[config.mk]
export PLATFORM = sky130hd
export DESIGN_NAME = m_multicycle_ctrl_flat
export DESIGN_NICKNAME = d
export VERILOG_FILES = /design/src/rtl/m_multicycle_ctrl_pkg.sv /design/src/rtl/m_multicycle_ctrl_if.sv /design/src/rtl/m_multicycle_ctrl_decode.sv /design/src/rtl/m_multicycle_ctrl.sv /design/src/flat_wrapper.sv
export SDC_FILE = /design/constraint.sdc
export NUM_CORES = 1
export LEC_CHECK = 0
export ABC_CLOCK_PERIOD_IN_PS = 2900
export BUFFER_PORTS_ARGS = -buffer_cell sky130_fd_sc_hd__buf_2
export CAP_MARGIN = 30
export CORE_MARGIN = 10
export CORE_UTILIZATION = 40
export CTS_CLUSTER_SIZE = 40
export DETAILED_ROUTE_END_ITERATION = 7
export GPL_TIMING_DRIVEN = 0
export HOLD_SLACK_MARGIN = 0.1
export PLACE_DENSITY = 0.65
export SLEW_MARGIN = 10
export SYNTH_ARGS = -nofsm -noshare
export SYNTH_HDL_FRONTEND = slang
export SYNTH_SLANG_ARGS = --single-unit
[constraint.sdc]
create_clock -name w_clk -period 2.9 [get_ports w_clk]
set_input_delay 0.145 -clock w_clk [delete_from_list [all_inputs] [get_ports w_clk]]
set_output_delay 0.145 -clock w_clk [all_outputs]
set_load 0.1 [all_outputs]
[src/rtl/m_multicycle_ctrl_pkg.sv]
// Shared encodings for the multi-cycle RV32I control FSM: states, opcodes,
// mux selects, fault causes and the decoded-opcode / control-strobe bundles.
package m_multicycle_ctrl_pkg;

  localparam int unsigned WAIT_W = 8;

  typedef enum logic [2:0] {
    S_IF   = 3'd0,
    S_ID   = 3'd1,
    S_EX   = 3'd2,
    S_MEM  = 3'd3,
    S_WB   = 3'd4,
    S_HALT = 3'd5
  } state_e;

  localparam logic [6:0] OP_R     = 7'b0110011;
  localparam logic [6:0] OP_I     = 7'b0010011;
  localparam logic [6:0] OP_LD    = 7'b0000011;
  localparam logic [6:0] OP_ST    = 7'b0100011;
  localparam logic [6:0] OP_BR    = 7'b1100011;
  localparam logic [6:0] OP_LUI   = 7'b0110111;
  localparam logic [6:0] OP_AUIPC = 7'b0010111;
  localparam logic [6:0] OP_JAL   = 7'b1101111;
  localparam logic [6:0] OP_JALR  = 7'b1100111;
  localparam logic [6:0] OP_SYS   = 7'b1110011;

  typedef enum logic [1:0] {
    PC_PLUS4 = 2'b00,
    PC_REL   = 2'b01,
    PC_JALR  = 2'b10
  } pc_sel_e;

  typedef enum logic [1:0] {
    WB_ALU = 2'b00,
    WB_MEM = 2'b01,
    WB_PC4 = 2'b10
  } wb_sel_e;

  typedef enum logic [1:0] {
    FAULT_NONE = 2'b00,
    FAULT_ILL  = 2'b01,
    FAULT_MEM  = 2'b10
  } fault_e;

  typedef struct packed {
    logic is_r;
    logic is_i;
    logic is_ld;
    logic is_st;
    logic is_br;
    logic is_jal;
    logic is_jalr;
    logic is_u;
    logic is_sys;
    logic illegal;
  } dec_t;

  // Every datapath strobe driven by the FSM; cleared as one unit in reset/halt.
  typedef struct packed {
    logic    mem_re;
    logic    mem_we;
    logic    mem_isel;
    logic    ir_we;
    logic    pc_we;
    pc_sel_e pc_sel;
    logic    alu_src;
    logic    rf_we;
    wb_sel_e wb_sel;
    logic    retire;
  } ctrl_t;

  function automatic logic uses_mem(input dec_t d);
    return d.is_ld | d.is_st;
  endfunction

  function automatic wb_sel_e wb_select(input dec_t d);
    if (d.is_ld)               return WB_MEM;
    if (d.is_jal | d.is_jalr)  return WB_PC4;
    return WB_ALU;
  endfunction

  function automatic pc_sel_e wb_pc_select(input dec_t d);
    if (d.is_jal)  return PC_REL;
    if (d.is_jalr) return PC_JALR;
    return PC_PLUS4;
  endfunction

endpackage

[src/rtl/m_multicycle_ctrl_if.sv]
// Shared memory port between the control FSM (master) and the memory (slave).
interface m_multicycle_ctrl_if;

  logic w_mem_re;
  logic w_mem_we;
  logic w_mem_isel;
  logic w_mem_ready;

  modport master (
    output w_mem_re,
    output w_mem_we,
    output w_mem_isel,
    input  w_mem_ready
  );

  modport slave (
    input  w_mem_re,
    input  w_mem_we,
    input  w_mem_isel,
    output w_mem_ready
  );

endinterface

[src/rtl/m_multicycle_ctrl_decode.sv]
// Opcode classifier: turns IR[6:0] into one-hot instruction-class flags.
module m_ctrl_decode
  import m_multicycle_ctrl_pkg::*;
(
  input  logic [6:0] opcode_i,
  output dec_t       dec_o
);

  // NOTE: dec_o is cleared before the case so every opcode path drives all
  // flags and no latch is inferred.
  always_comb begin
    dec_o = '0;
    case (opcode_i)
      OP_R:             dec_o.is_r    = 1'b1;
      OP_I:             dec_o.is_i    = 1'b1;
      OP_LD:            dec_o.is_ld   = 1'b1;
      OP_ST:            dec_o.is_st   = 1'b1;
      OP_BR:            dec_o.is_br   = 1'b1;
      OP_JAL:           dec_o.is_jal  = 1'b1;
      OP_JALR:          dec_o.is_jalr = 1'b1;
      OP_LUI, OP_AUIPC: dec_o.is_u    = 1'b1;
      OP_SYS:           dec_o.is_sys  = 1'b1;
      default:          dec_o.illegal = 1'b1;
    endcase
  end

endmodule

[src/rtl/m_multicycle_ctrl.sv]
// Multi-cycle RV32I control FSM: sequences fetch/decode/execute/memory/writeback
// over one ready-handshaked memory port, counts retired instructions, halts on faults.
module m_multicycle_ctrl
  import m_multicycle_ctrl_pkg::*;
#(
  parameter int unsigned WAIT_MAX = 15,
  parameter bit          HALT_ILL = 1'b1
) (
  input  logic                       w_clk,
  input  logic                       w_rst,
  input  logic [6:0]                 w_opcode,
  input  logic                       w_br_taken,
  m_multicycle_ctrl_if.master        mem_bus,
  output logic                       w_ir_we,
  output logic                       w_pc_we,
  output logic [1:0]                 w_pc_sel,
  output logic                       w_alu_src,
  output logic                       w_rf_we,
  output logic [1:0]                 w_wb_sel,
  output logic                       w_retire,
  output logic [31:0]                w_instret,
  output logic [2:0]                 w_state,
  output logic                       w_halted,
  output logic [1:0]                 w_fault
);

  localparam logic [WAIT_W-1:0] WAIT_LIMIT = WAIT_W'(WAIT_MAX);

  state_e              state_q, state_d;
  logic [WAIT_W-1:0]   wait_q, wait_d;
  logic [31:0]         instret_q, instret_d;
  logic                halted_q, halted_d;
  fault_e              fault_q, fault_d;
  dec_t                dec;
  ctrl_t               ctl;
  logic                mem_ready;
  logic                mem_timeout;

  m_ctrl_decode u_decode (
    .opcode_i (w_opcode),
    .dec_o    (dec)
  );

  assign mem_ready   = mem_bus.w_mem_ready;
  assign mem_timeout = (wait_q == WAIT_LIMIT);

  always_comb begin
    state_d = state_q;
    wait_d  = wait_q;
    fault_d = fault_q;
    ctl     = '0;

    case (state_q)
      S_IF: begin
        ctl.mem_re   = 1'b1;
        ctl.mem_isel = 1'b1;
        if (mem_ready) begin
          ctl.ir_we = 1'b1;
          state_d   = S_ID;
        end else if (mem_timeout) begin
          state_d = S_HALT;
          fault_d = FAULT_MEM;
        end else begin
          wait_d = wait_q + 1'b1;
        end
      end

      S_ID: begin
        if (dec.is_sys) begin
          state_d = S_HALT;
        end else if (dec.illegal) begin
          if (HALT_ILL) begin
            state_d = S_HALT;
            fault_d = FAULT_ILL;
          end else begin
            ctl.pc_we  = 1'b1;
            ctl.retire = 1'b1;
            state_d    = S_IF;
          end
        end else begin
          state_d = S_EX;
        end
      end

      S_EX: begin
        ctl.alu_src = ~(dec.is_r | dec.is_br);
        if (dec.is_br) begin
          ctl.pc_we  = 1'b1;
          ctl.pc_sel = w_br_taken ? PC_REL : PC_PLUS4;
          ctl.retire = 1'b1;
          state_d    = S_IF;
        end else if (uses_mem(dec)) begin
          state_d = S_MEM;
        end else if (dec.is_r | dec.is_i | dec.is_u | dec.is_jal | dec.is_jalr) begin
          state_d = S_WB;
        end else begin
          // Opcode changed after S_ID screened it; stop rather than guess.
          state_d = S_HALT;
          fault_d = FAULT_ILL;
        end
      end

      S_MEM: begin
        ctl.mem_re = dec.is_ld;
        ctl.mem_we = dec.is_st;
        if (mem_ready) begin
          if (dec.is_ld) begin
            state_d = S_WB;
          end else begin
            ctl.pc_we  = 1'b1;
            ctl.retire = 1'b1;
            state_d    = S_IF;
          end
        end else if (mem_timeout) begin
          state_d = S_HALT;
          fault_d = FAULT_MEM;
        end else begin
          wait_d = wait_q + 1'b1;
        end
      end

      S_WB: begin
        ctl.rf_we  = 1'b1;
        ctl.pc_we  = 1'b1;
        ctl.retire = 1'b1;
        ctl.wb_sel = wb_select(dec);
        ctl.pc_sel = wb_pc_select(dec);
        state_d    = S_IF;
      end

      S_HALT: ;

      default: state_d = S_HALT;
    endcase

    // Any state change starts a fresh wait window for the next access.
    if (state_d != state_q) begin
      wait_d = '0;
    end

    if (w_rst) begin
      ctl = '0;
    end
  end

  assign halted_d  = halted_q | (state_d == S_HALT);
  assign instret_d = ctl.retire ? instret_q + 32'd1 : instret_q;

  // NOTE: state registers use non-blocking assignments so every flop samples
  // the pre-edge values computed above.
  always_ff @(posedge w_clk) begin
    if (w_rst) begin
      state_q   <= S_IF;
      wait_q    <= '0;
      instret_q <= '0;
      halted_q  <= 1'b0;
      fault_q   <= FAULT_NONE;
    end else begin
      state_q   <= state_d;
      wait_q    <= wait_d;
      instret_q <= instret_d;
      halted_q  <= halted_d;
      fault_q   <= fault_d;
    end
  end

  assign mem_bus.w_mem_re   = ctl.mem_re;
  assign mem_bus.w_mem_we   = ctl.mem_we;
  assign mem_bus.w_mem_isel = ctl.mem_isel;
  assign w_ir_we            = ctl.ir_we;
  assign w_pc_we            = ctl.pc_we;
  assign w_pc_sel           = ctl.pc_sel;
  assign w_alu_src          = ctl.alu_src;
  assign w_rf_we            = ctl.rf_we;
  assign w_wb_sel           = ctl.wb_sel;
  assign w_retire           = ctl.retire;
  assign w_instret          = instret_q;
  assign w_state            = state_q;
  assign w_halted           = halted_q;
  assign w_fault            = fault_q;

endmodule

[src/flat_wrapper.sv]
// flat-port wrapper written by rule: the top's interface ports become plain ports
module m_multicycle_ctrl_flat import m_multicycle_ctrl_pkg::*;
#(
  parameter int unsigned WAIT_MAX = 15,
  parameter bit          HALT_ILL = 1'b1
)
  (w_clk, w_rst, w_opcode, w_br_taken, w_ir_we, w_pc_we, w_pc_sel, w_alu_src, w_rf_we, w_wb_sel, w_retire, w_instret, w_state, w_halted, w_fault, mem_bus_w_mem_re, mem_bus_w_mem_we, mem_bus_w_mem_isel, mem_bus_w_mem_ready);
  m_multicycle_ctrl_if mem_bus_i ();
  input  logic w_clk;
  input  logic w_rst;
  input  logic [6:0] w_opcode;
  input  logic w_br_taken;
  output logic w_ir_we;
  output logic w_pc_we;
  output logic [1:0] w_pc_sel;
  output logic w_alu_src;
  output logic w_rf_we;
  output logic [1:0] w_wb_sel;
  output logic w_retire;
  output logic [31:0] w_instret;
  output logic [2:0] w_state;
  output logic w_halted;
  output logic [1:0] w_fault;
  output wire logic [$bits(mem_bus_i.w_mem_re)-1:0] mem_bus_w_mem_re;
  output wire logic [$bits(mem_bus_i.w_mem_we)-1:0] mem_bus_w_mem_we;
  output wire logic [$bits(mem_bus_i.w_mem_isel)-1:0] mem_bus_w_mem_isel;
  input wire logic [$bits(mem_bus_i.w_mem_ready)-1:0] mem_bus_w_mem_ready;
  assign mem_bus_w_mem_re = mem_bus_i.w_mem_re;
  assign mem_bus_w_mem_we = mem_bus_i.w_mem_we;
  assign mem_bus_w_mem_isel = mem_bus_i.w_mem_isel;
  assign mem_bus_i.w_mem_ready = mem_bus_w_mem_ready;
  m_multicycle_ctrl #(.WAIT_MAX(WAIT_MAX), .HALT_ILL(HALT_ILL)) u_core (.w_clk(w_clk), .w_rst(w_rst), .w_opcode(w_opcode), .w_br_taken(w_br_taken), .mem_bus(mem_bus_i), .w_ir_we(w_ir_we), .w_pc_we(w_pc_we), .w_pc_sel(w_pc_sel), .w_alu_src(w_alu_src), .w_rf_we(w_rf_we), .w_wb_sel(w_wb_sel), .w_retire(w_retire), .w_instret(w_instret), .w_state(w_state), .w_halted(w_halted), .w_fault(w_fault));
endmodule
==> results.rst, run 1 <==
.. list-table::
   :header-rows: 1

   * - Metric
     - Value
   * - FF-to-FF setup slack
     - 0.28 ns
   * - Arrival time worst endpoint
     - around 2.6 ns
   * - Number of core rows
     - 28
   * - Number of antenna violations at the first check in global routing
     - 0
   * - Half-perimeter wire length after placement
     - 5180 µm
   * - IR drop worst, VDD
     - 0.272 mV
   * - Worst Slack Setup Final
     - ~0.13 ns
   * - Classification of the worst setup path
     - flip-flop to output port
   * - Post-route DRC violation count
     - 0
   * - Most frequent cells after synthesis
     - sky130_fd_sc_hd__dfxtp_1 (46), sky130_fd_sc_hd__nor2_1 (35), sky130_fd_sc_hd__a21oi_1 (22)
   * - Max-cap viol count
     - 0
   * - Portion of the post-synthesis area used by sequential elements
     - 0.362
   * - Number of DRC markers in iteration 0
     - 142
   * - Total I/O pin count
     - 61
   * - Reg2Reg Depth
     - 8
   * - Via density per instance
     - 5.53
   * - Number of port buffers
     - 58
   * - Width of the die
     - 99.7 µm
   * - Root buffer cell
     - sky130_fd_sc_hd__clkbuf_8
   * - Worst r2r dst
     - u_core.w_instret[28]
   * - Remaining max-slew budget at the tightest pin
     - 0.553
   * - Clock period minus final worst setup slack
     - approximately 2.8 ns
   * - Die Height
     - 99.7 µm
   * - Synth Register Bits
     - 46
   * - Global-route wire length before repair
     - around 12000 µm
   * - Period utilization
     - 0.957
   * - Start point of the worst min-delay path
     - mem_bus_w_mem_ready
   * - Largest net degree at the start of global routing
     - 14
   * - Yosys Warn Count
     - 0
   * - Total power density per cell area
     - 437 mW/mm²
   * - Routed length on met1
     - roughly 3200 µm
   * - Number of diodes
     - 0
   * - Clock sinks
     - 46
   * - Share of flip-flops with an asynchronous set or reset
     - 0
   * - Layout cells sized above 1
     - 0.246
   * - Share of Yosys cell area claimed by the top area cell type
     - 0.362
   * - Overall global routing resource usage
     - 0.137
   * - Post-synthesis instance area
     - 0.00254 mm²
   * - Antenna-violating nets left
     - 0
   * - TritonRoute pass-1 iters
     - 4
   * - Critical path endpoint category
     - output port
   * - Total via count after detailed routing
     - roughly 2600
   * - Biggest area contributors in the synthesized netlist
     - sky130_fd_sc_hd__dfxtp_1 (36%), sky130_fd_sc_hd__xor2_1 (7.2%), sky130_fd_sc_hd__nor2_1 (5.2%)
   * - Top routing layer in use
     - met4
   * - Die area
     - 0.00995 mm²
   * - Clock latency on the worst-skew pair
     - 0.30 ns
   * - Most instantiated flip-flop cell in the synthesis netlist
     - sky130_fd_sc_hd__dfxtp_1
   * - Pins over their slew limit
     - 0
   * - Met2 wire length
     - roughly 3200 µm
   * - Outcome
     - complete, no violations
   * - Most instantiated library cell after synthesis
     - sky130_fd_sc_hd__dfxtp_1
   * - Final weighted congestion of routability-driven global placement
     - 0.861
   * - Data required time of the critical path
     - approximately 2.8 ns
   * - H-Tree Depth
     - 2
   * - Initial Utilization
     - 0.420
   * - Synthesis-to-finish area growth
     - 22.7%
   * - Largest fanout of any net on the critical path
     - 9
   * - Wire length on met3
     - around 510 µm
   * - Reg2Reg Launch Point
     - u_core.w_state[2]
   * - Area of all placed cells without fillers
     - 0.00312 mm²
   * - Post-Place Cell Area
     - 0.00301 mm²
   * - RSZ-0062 raised after global routing
     - no
   * - Hold buffer count at CTS
     - 0
   * - Number of endpoints failing setup at the final stage
     - 0
   * - WHS Endpoint
     - u_core.w_state[1]
   * - Number of buffers on the longest clock path
     - 2
   * - Path class of the lowest-slack min-delay path
     - primary input to flip-flop
   * - Average wire per standard cell
     - 15.1 µm
   * - Total number of nets in the final design
     - 398
   * - Pre-CTS setup slack
     - 0.249 ns
   * - Minimum hold slack
     - ~0.34 ns
   * - Highest clock rate
     - between 0.3 and 0.4 GHz
   * - Remaining Overflow, GRT
     - 0
   * - Critical Path Start Type
     - flip-flop
   * - Final hold vios
     - 0
   * - Transition time at the pin with the least slew margin
     - approximately 0.67 ns
   * - Post-synthesis cell type count
     - between 50 and 60
   * - Overall power after layout
     - 1.36 mW
   * - Leakage
     - 1.24 nW
   * - Top cell type by total area after synthesis
     - sky130_fd_sc_hd__dfxtp_1
   * - Total nets after synthesis
     - 330
   * - Post-Syn Area per Cell
     - 8.02 µm²
   * - Area of the placeable core
     - roughly 0.0061 mm²
   * - Hold Path Cell Cnt
     - 4
   * - Synth Instances
     - 317
   * - Number of enable flip-flop cells after synthesis
     - 0
   * - Final Routed Wirelength
     - just under 7000 µm
   * - Clock-pin slew of the registers on the worst-case setup and hold paths
     - 0.08 ns
   * - Number of global-route vias before repair
     - 2354
   * - Maximum clock skew at final layout
     - 0.00574 ns
   * - CTS tree
     - done
   * - Total clock buffers created by CTS
     - 5
   * - Number of filler instances in the final layout
     - 606
-- what timing repair did --
item	4_1_cts	5_1_grt
endpoints found under the hold margin	0	0
resized for setup	1	0
setup endpoints to repair	2	2
buffers inserted	0	2
pin swaps	1	1
-- where the power goes --
group / switching (mW) / total [mW] / internal [mW]
sequential: 0.00964 / 0.653 / 0.643
clock: 0.208 / 0.400 / 0.192
combinational: 0.242 / 0.311 / 0.0688
total: 0.460 / 1.36 / 0.904
-- through the flow --
step | cells | util | setup TNS [ns]
floorplan | 317 | - | -0.928
global placement | 450 | 0.496 | 0
detailed placement | 450 | 0.496 | 0
CTS | 458 | 0.512 | 0
global route | 461 | 0.515 | 0
finish | 461 | 0.515 | 0
-- registers in the layout, indices dropped and copies added (netlist names) --
| register | count |
|---|---|
| u_core.w_halted | 1 |
| u_core.w_instret | 32 |
| u_core.w_fault | 2 |
| u_core.w_state | 3 |
| u_core.wait_q | 8 |
-- layout make-up --
cell class	instances	area [µm²]	area share
Timing Repair Buffer	61	310	0.0994
Multi-Input combinational cell	240	1570	0.504
Buffer	20	86.3	0.0277
Clock buffer	7	86.3	0.0277
Inverter	11	41.3	0.0132
Sequential cell	46	923	0.296
Tap cell	75	93.8	0.0301
Clock inverter	1	5.00	0.00160
-- layout by cell type (no fill, tap or decap), types with 12 or more instances in the layout --
cell type / netlist / routed
sky130_fd_sc_hd__nor2_1: 35 / 32
sky130_fd_sc_hd__a21oi_1: 22 / 21
sky130_fd_sc_hd__dfxtp_1: 46 / 44
sky130_fd_sc_hd__nand2_1: 15 / 15
sky130_fd_sc_hd__o21ai_0: 20 / 20
sky130_fd_sc_hd__xor2_1: 21 / 21
sky130_fd_sc_hd__buf_2: 3 / 61
sky130_fd_sc_hd__clkbuf_1: 14 / 15
sky130_fd_sc_hd__nand4_1: 12 / 12
-- layer usage --
layer | vias to the layer above | track usage
li1 | 1298 | -
met1 | 1190 | 0.177
met2 | 58 | 0.215
met3 | 4 | 0.0491
met4 | 0 | 0.0265
met5 | - | 0
-- worst max path at each step --
stage,slack [ns],to,startpoint
2_1_floorplan,-0.47,w_pc_sel[1],u_core.w_state[2]
3_3_place_gp,0.25,w_retire,u_core.w_state[2]
3_5_place_dp,0.25,w_retire,u_core.w_state[2]
4_1_cts,0.002,w_retire,u_core.w_state[2]
5_1_grt,0.006,w_retire,u_core.w_state[2]
6_report,0.13,w_retire,u_core.w_state[2]
-- cells by family after synthesis --
kind of cell / Yosys count / share of synthesized area
compound gates: 73 / 0.190
xor+xnor: 25 / 0.0861
fa+ha+maj: 2 / 0.00984
buf+inv: 31 / 0.0502
flops: 46 / 0.362
simple gates: 140 / 0.302
-- worst max-delay path: stages, from the launching register on --
cell                      delay, ns
sky130_fd_sc_hd__dfxtp_2       0.33
sky130_fd_sc_hd__buf_2         0.17
sky130_fd_sc_hd__or3b_1        0.34
sky130_fd_sc_hd__buf_2         0.17
sky130_fd_sc_hd__o41ai_4       0.46
sky130_fd_sc_hd__nor2_1        0.22
sky130_fd_sc_hd__nor2_4        0.12
sky130_fd_sc_hd__buf_4         0.10
sky130_fd_sc_hd__buf_2         0.41
Note: power is estimated with default switching activity, not from simulation.
==> run 2: changes to the inputs <==
--- a/config.mk
+++ b/config.mk
@@ -8,7 +8,6 @@
 export ABC_CLOCK_PERIOD_IN_PS = 2900
 export BUFFER_PORTS_ARGS = -buffer_cell sky130_fd_sc_hd__buf_2
 export CAP_MARGIN = 30
-export CORE_MARGIN = 10
 export CORE_UTILIZATION = 40
 export CTS_CLUSTER_SIZE = 40
 export DETAILED_ROUTE_END_ITERATION = 7
==> results.rst, run 2 (synthesized netlist as in run 1, its figures left out) <==
.. list-table::
   :header-rows: 1

   * - Metric
     - Value
   * - Outcome
     - complete, no violations
   * - Clock Power Share
     - 0.334 (+0.041)
   * - Number of buffers on the longest clock path
     - 2 (unchanged)
   * - Number of endpoints failing setup at the final stage
     - 0 (unchanged)
   * - Classification of the worst setup path
     - flip-flop to output port
   * - Clock sinks
     - 46 (unchanged)
   * - Arrival time worst endpoint
     - 2.54 ns (-0.09 ns)
   * - H-Tree Depth
     - 2 (unchanged)
   * - Area of the placeable core
     - 0.00603 mm² (-0.58%)
   * - Root buffer cell
     - sky130_fd_sc_hd__clkbuf_8
   * - Largest fanout of any net on the critical path
     - 10 (+1)
   * - Remaining max-slew budget at the tightest pin
     - 0.402 (-0.152)
   * - Number of port buffers
     - 58 (unchanged)
   * - Synthesis-to-finish area growth
     - 22.9%
   * - Overall power after layout
     - 1.44 mW (+5.8%)
   * - Overall global routing resource usage
     - 0.200 (+0.0625)
   * - Area occupied by multi-input gates
     - 0.00157 mm² (unchanged)
   * - Number of core rows
     - 28 (unchanged)
   * - Int Power
     - 967 µW (+7.0%)
   * - Clock latency on the worst-skew pair
     - 0.31 ns (about the same)
   * - Crit-path leading delay family
     - buffers and inverters
   * - Max-cap viol count
     - 0 (unchanged)
   * - Max reg flops
     - 32 (unchanged)
   * - Hold buffer count at CTS
     - 0 (unchanged)
   * - Number of diodes
     - 0 (unchanged)
   * - Cell at the slowest stage of the critical path
     - sky130_fd_sc_hd__dfxtp_1
   * - P_sw
     - 476 µW (+3.5%)
   * - Period utilization
     - 0.926 (-0.0308)
   * - Pins over their slew limit
     - 0 (unchanged)
   * - Total I/O pin count
     - 61 (unchanged)
   * - Width of the die
     - 81.7 µm (-18%)
   * - Critical path endpoint category
     - output port
   * - TritonRoute pass-1 iters
     - 4 (unchanged)
   * - Remaining Overflow, GRT
     - 0 (unchanged)
   * - Clock-pin slew of the registers on the worst-case setup and hold paths
     - 0.09 ns (about the same)
   * - Highest clock rate
     - 0.372 GHz (+3.3%)
   * - Number of antenna violations at the first check in global routing
     - 0 (unchanged)
   * - Final Routed Wirelength
     - 6500 µm (-6.4%)
   * - Hold Path Cell Cnt
     - 4 (unchanged)
   * - Number of gates on the worst path with buffers counted
     - 7 (-1)
   * - Minimum hold slack
     - 0.375 ns (+0.0361 ns)
   * - Leakage
     - 1.23 nW (-0.70%)
   * - Clock period minus final worst setup slack
     - 2.69 ns (-0.0893 ns)
   * - Critical path, cell by cell
     - clkbuf_1, nand4b_1, a21oi_2, nor2_1, nor2_4, buf_4, buf_2
   * - Initial Utilization
     - 0.422 (+0.00244)
   * - Layout cells sized above 1
     - 0.242 (-0.00393)
   * - IR drop worst, VDD
     - 0.309 mV (+14%)
   * - Logic pwr share
     - 0.213 (-0.015)
   * - Commonest non-fill, non-tap cells in the layout
     - sky130_fd_sc_hd__buf_2 (61), sky130_fd_sc_hd__dfxtp_1 (44), sky130_fd_sc_hd__nor2_1 (32)
   * - Antenna-violating nets left
     - 0 (unchanged)
   * - Reg2Reg Launch Point
     - u_core.w_state[2]
   * - Via density per instance
     - 5.54 (+0.20%)
   * - Transition time at the pin with the least slew margin
     - 0.886 ns (+0.216 ns)
   * - Reg power frac
     - 0.453 (-0.025)
   * - Total number of nets in the final design
     - 396 (-0.50%)
   * - Path class of the lowest-slack min-delay path
     - primary input to flip-flop
   * - Total power density per cell area
     - 462 mW/mm² (+5.6%)
   * - Area of all placed cells without fillers
     - 0.00313 mm² (+0.20%)
   * - Final weighted congestion of routability-driven global placement
     - 0.902 (+4.7%)
   * - Global-route wire length before repair
     - 10400 µm (-11%)
   * - Critical Path Start Type
     - flip-flop
   * - Switching part of the total power
     - 0.330 (-0.00729)
   * - Leading cell type in the layout, fill and taps excluded
     - sky130_fd_sc_hd__buf_2
   * - Start point of the worst min-delay path
     - mem_bus_w_mem_ready
   * - Buffers and inverters on the worst path
     - 3 (-1)
   * - Number of filler instances in the final layout
     - 598 (-1.3%)
   * - Post-Place Cell Area
     - 0.00301 mm² (unchanged)
   * - Half-perimeter wire length after placement
     - 4700 µm (-9.3%)
   * - Final hold vios
     - 0 (unchanged)
   * - Largest net degree at the start of global routing
     - 15 (+1)
   * - Average wire per standard cell
     - 14.2 µm (-6.0%)
   * - Sequential cell area
     - 923 µm² (unchanged)
   * - Post-route DRC violation count
     - 0 (unchanged)
   * - Total clock buffers created by CTS
     - 5 (unchanged)
   * - Number of DRC markers in iteration 0
     - 137 (-3.5%)
   * - Data required time of the critical path
     - 2.76 ns (about the same)
   * - Maximum clock skew at final layout
     - 0.00997 ns (+0.00423 ns)
   * - RSZ-0062 raised after global routing
     - no
   * - Number of global-route vias before repair
     - 2257 (-4.1%)
   * - Total via count after detailed routing
     - 2544 (-0.24%)
   * - Die Height
     - 81.7 µm (-18%)
   * - Worst stage delay on the critical path
     - 0.41 ns (-0.05 ns)
   * - CTS tree
     - done
   * - First element of the critical path
     - u_core.w_state[0]
   * - Total Neg Setup Slack
     - 0 ns (unchanged)
   * - Reg2Reg Depth
     - 8 (unchanged)
   * - Die area
     - 0.00668 mm² (-33%)
-- run 2: tightest hold or removal path: cells and delay by family --
kind	cells	cell delay (ns)
AO/OA/AOI/OAI	2	0.27
buffers and inverters	1	0.14
AND/OR/NAND/NOR	1	0.08
-- run 2: power by group through the flow --
stage | registers, mW | logic, mW | clock network, mW
2_1_floorplan | 0.737 | 0.178 | 0
3_3_place_gp | 0.668 | 0.302 | 0
3_5_place_dp | 0.669 | 0.304 | 0
4_1_cts | 0.654 | 0.308 | 0.492
5_1_grt | 0.656 | 0.329 | 0.514
6_report | 0.654 | 0.308 | 0.482
-- run 2: layer usage --
| metal | up-vias | routed length (µm) | part of all wire | track usage |
|---|---|---|---|---|
| met5 | - | 0 | 0 | 0 |
| met4 | 0 | 53 | 0.0082 | 0.0526 |
| met3 | 4 | 288 | 0.044 | 0.0433 |
| met2 | 50 | 2890 | 0.44 | 0.317 |
| met1 | 1189 | 3270 | 0.50 | 0.271 |
| li1 | 1301 | - | - | - |
-- run 2: final timing paths --
check / to / slack [ns]
hold / removal: u_core.w_state[1] / 0.37
setup reg to reg: u_core.w_instret[30] / 0.43
hold reg to reg: u_core.w_fault[1] / 0.48
setup / recovery: w_retire / 0.21
-- run 2: through the flow --
stage          utilization  instances  setup slack (ns)
6_report             0.519        459             0.215
5_1_grt              0.519        459            0.0488
4_1_cts              0.519        459             0.208
2_1_floorplan            -        317            -0.470
3_5_place_dp         0.499        450             0.225
3_3_place_gp         0.499        450             0.242
-- run 2: area by class of cell --
type                    count  area share
clock buffers               6      0.0232
well taps                  75      0.0300
clock inverters             2      0.0120
flip-flops and latches     46       0.295
multi-input cells         240       0.503
plain buffers              20      0.0276
repair buffers             59      0.0952
inverters                  11      0.0132
-- run 2: what timing repair did --
item,in CTS,in global routing
endpoints found under the hold margin,0,0
setup endpoints to repair,2,0
gates resized for setup,1,0
buffers inserted,1,0
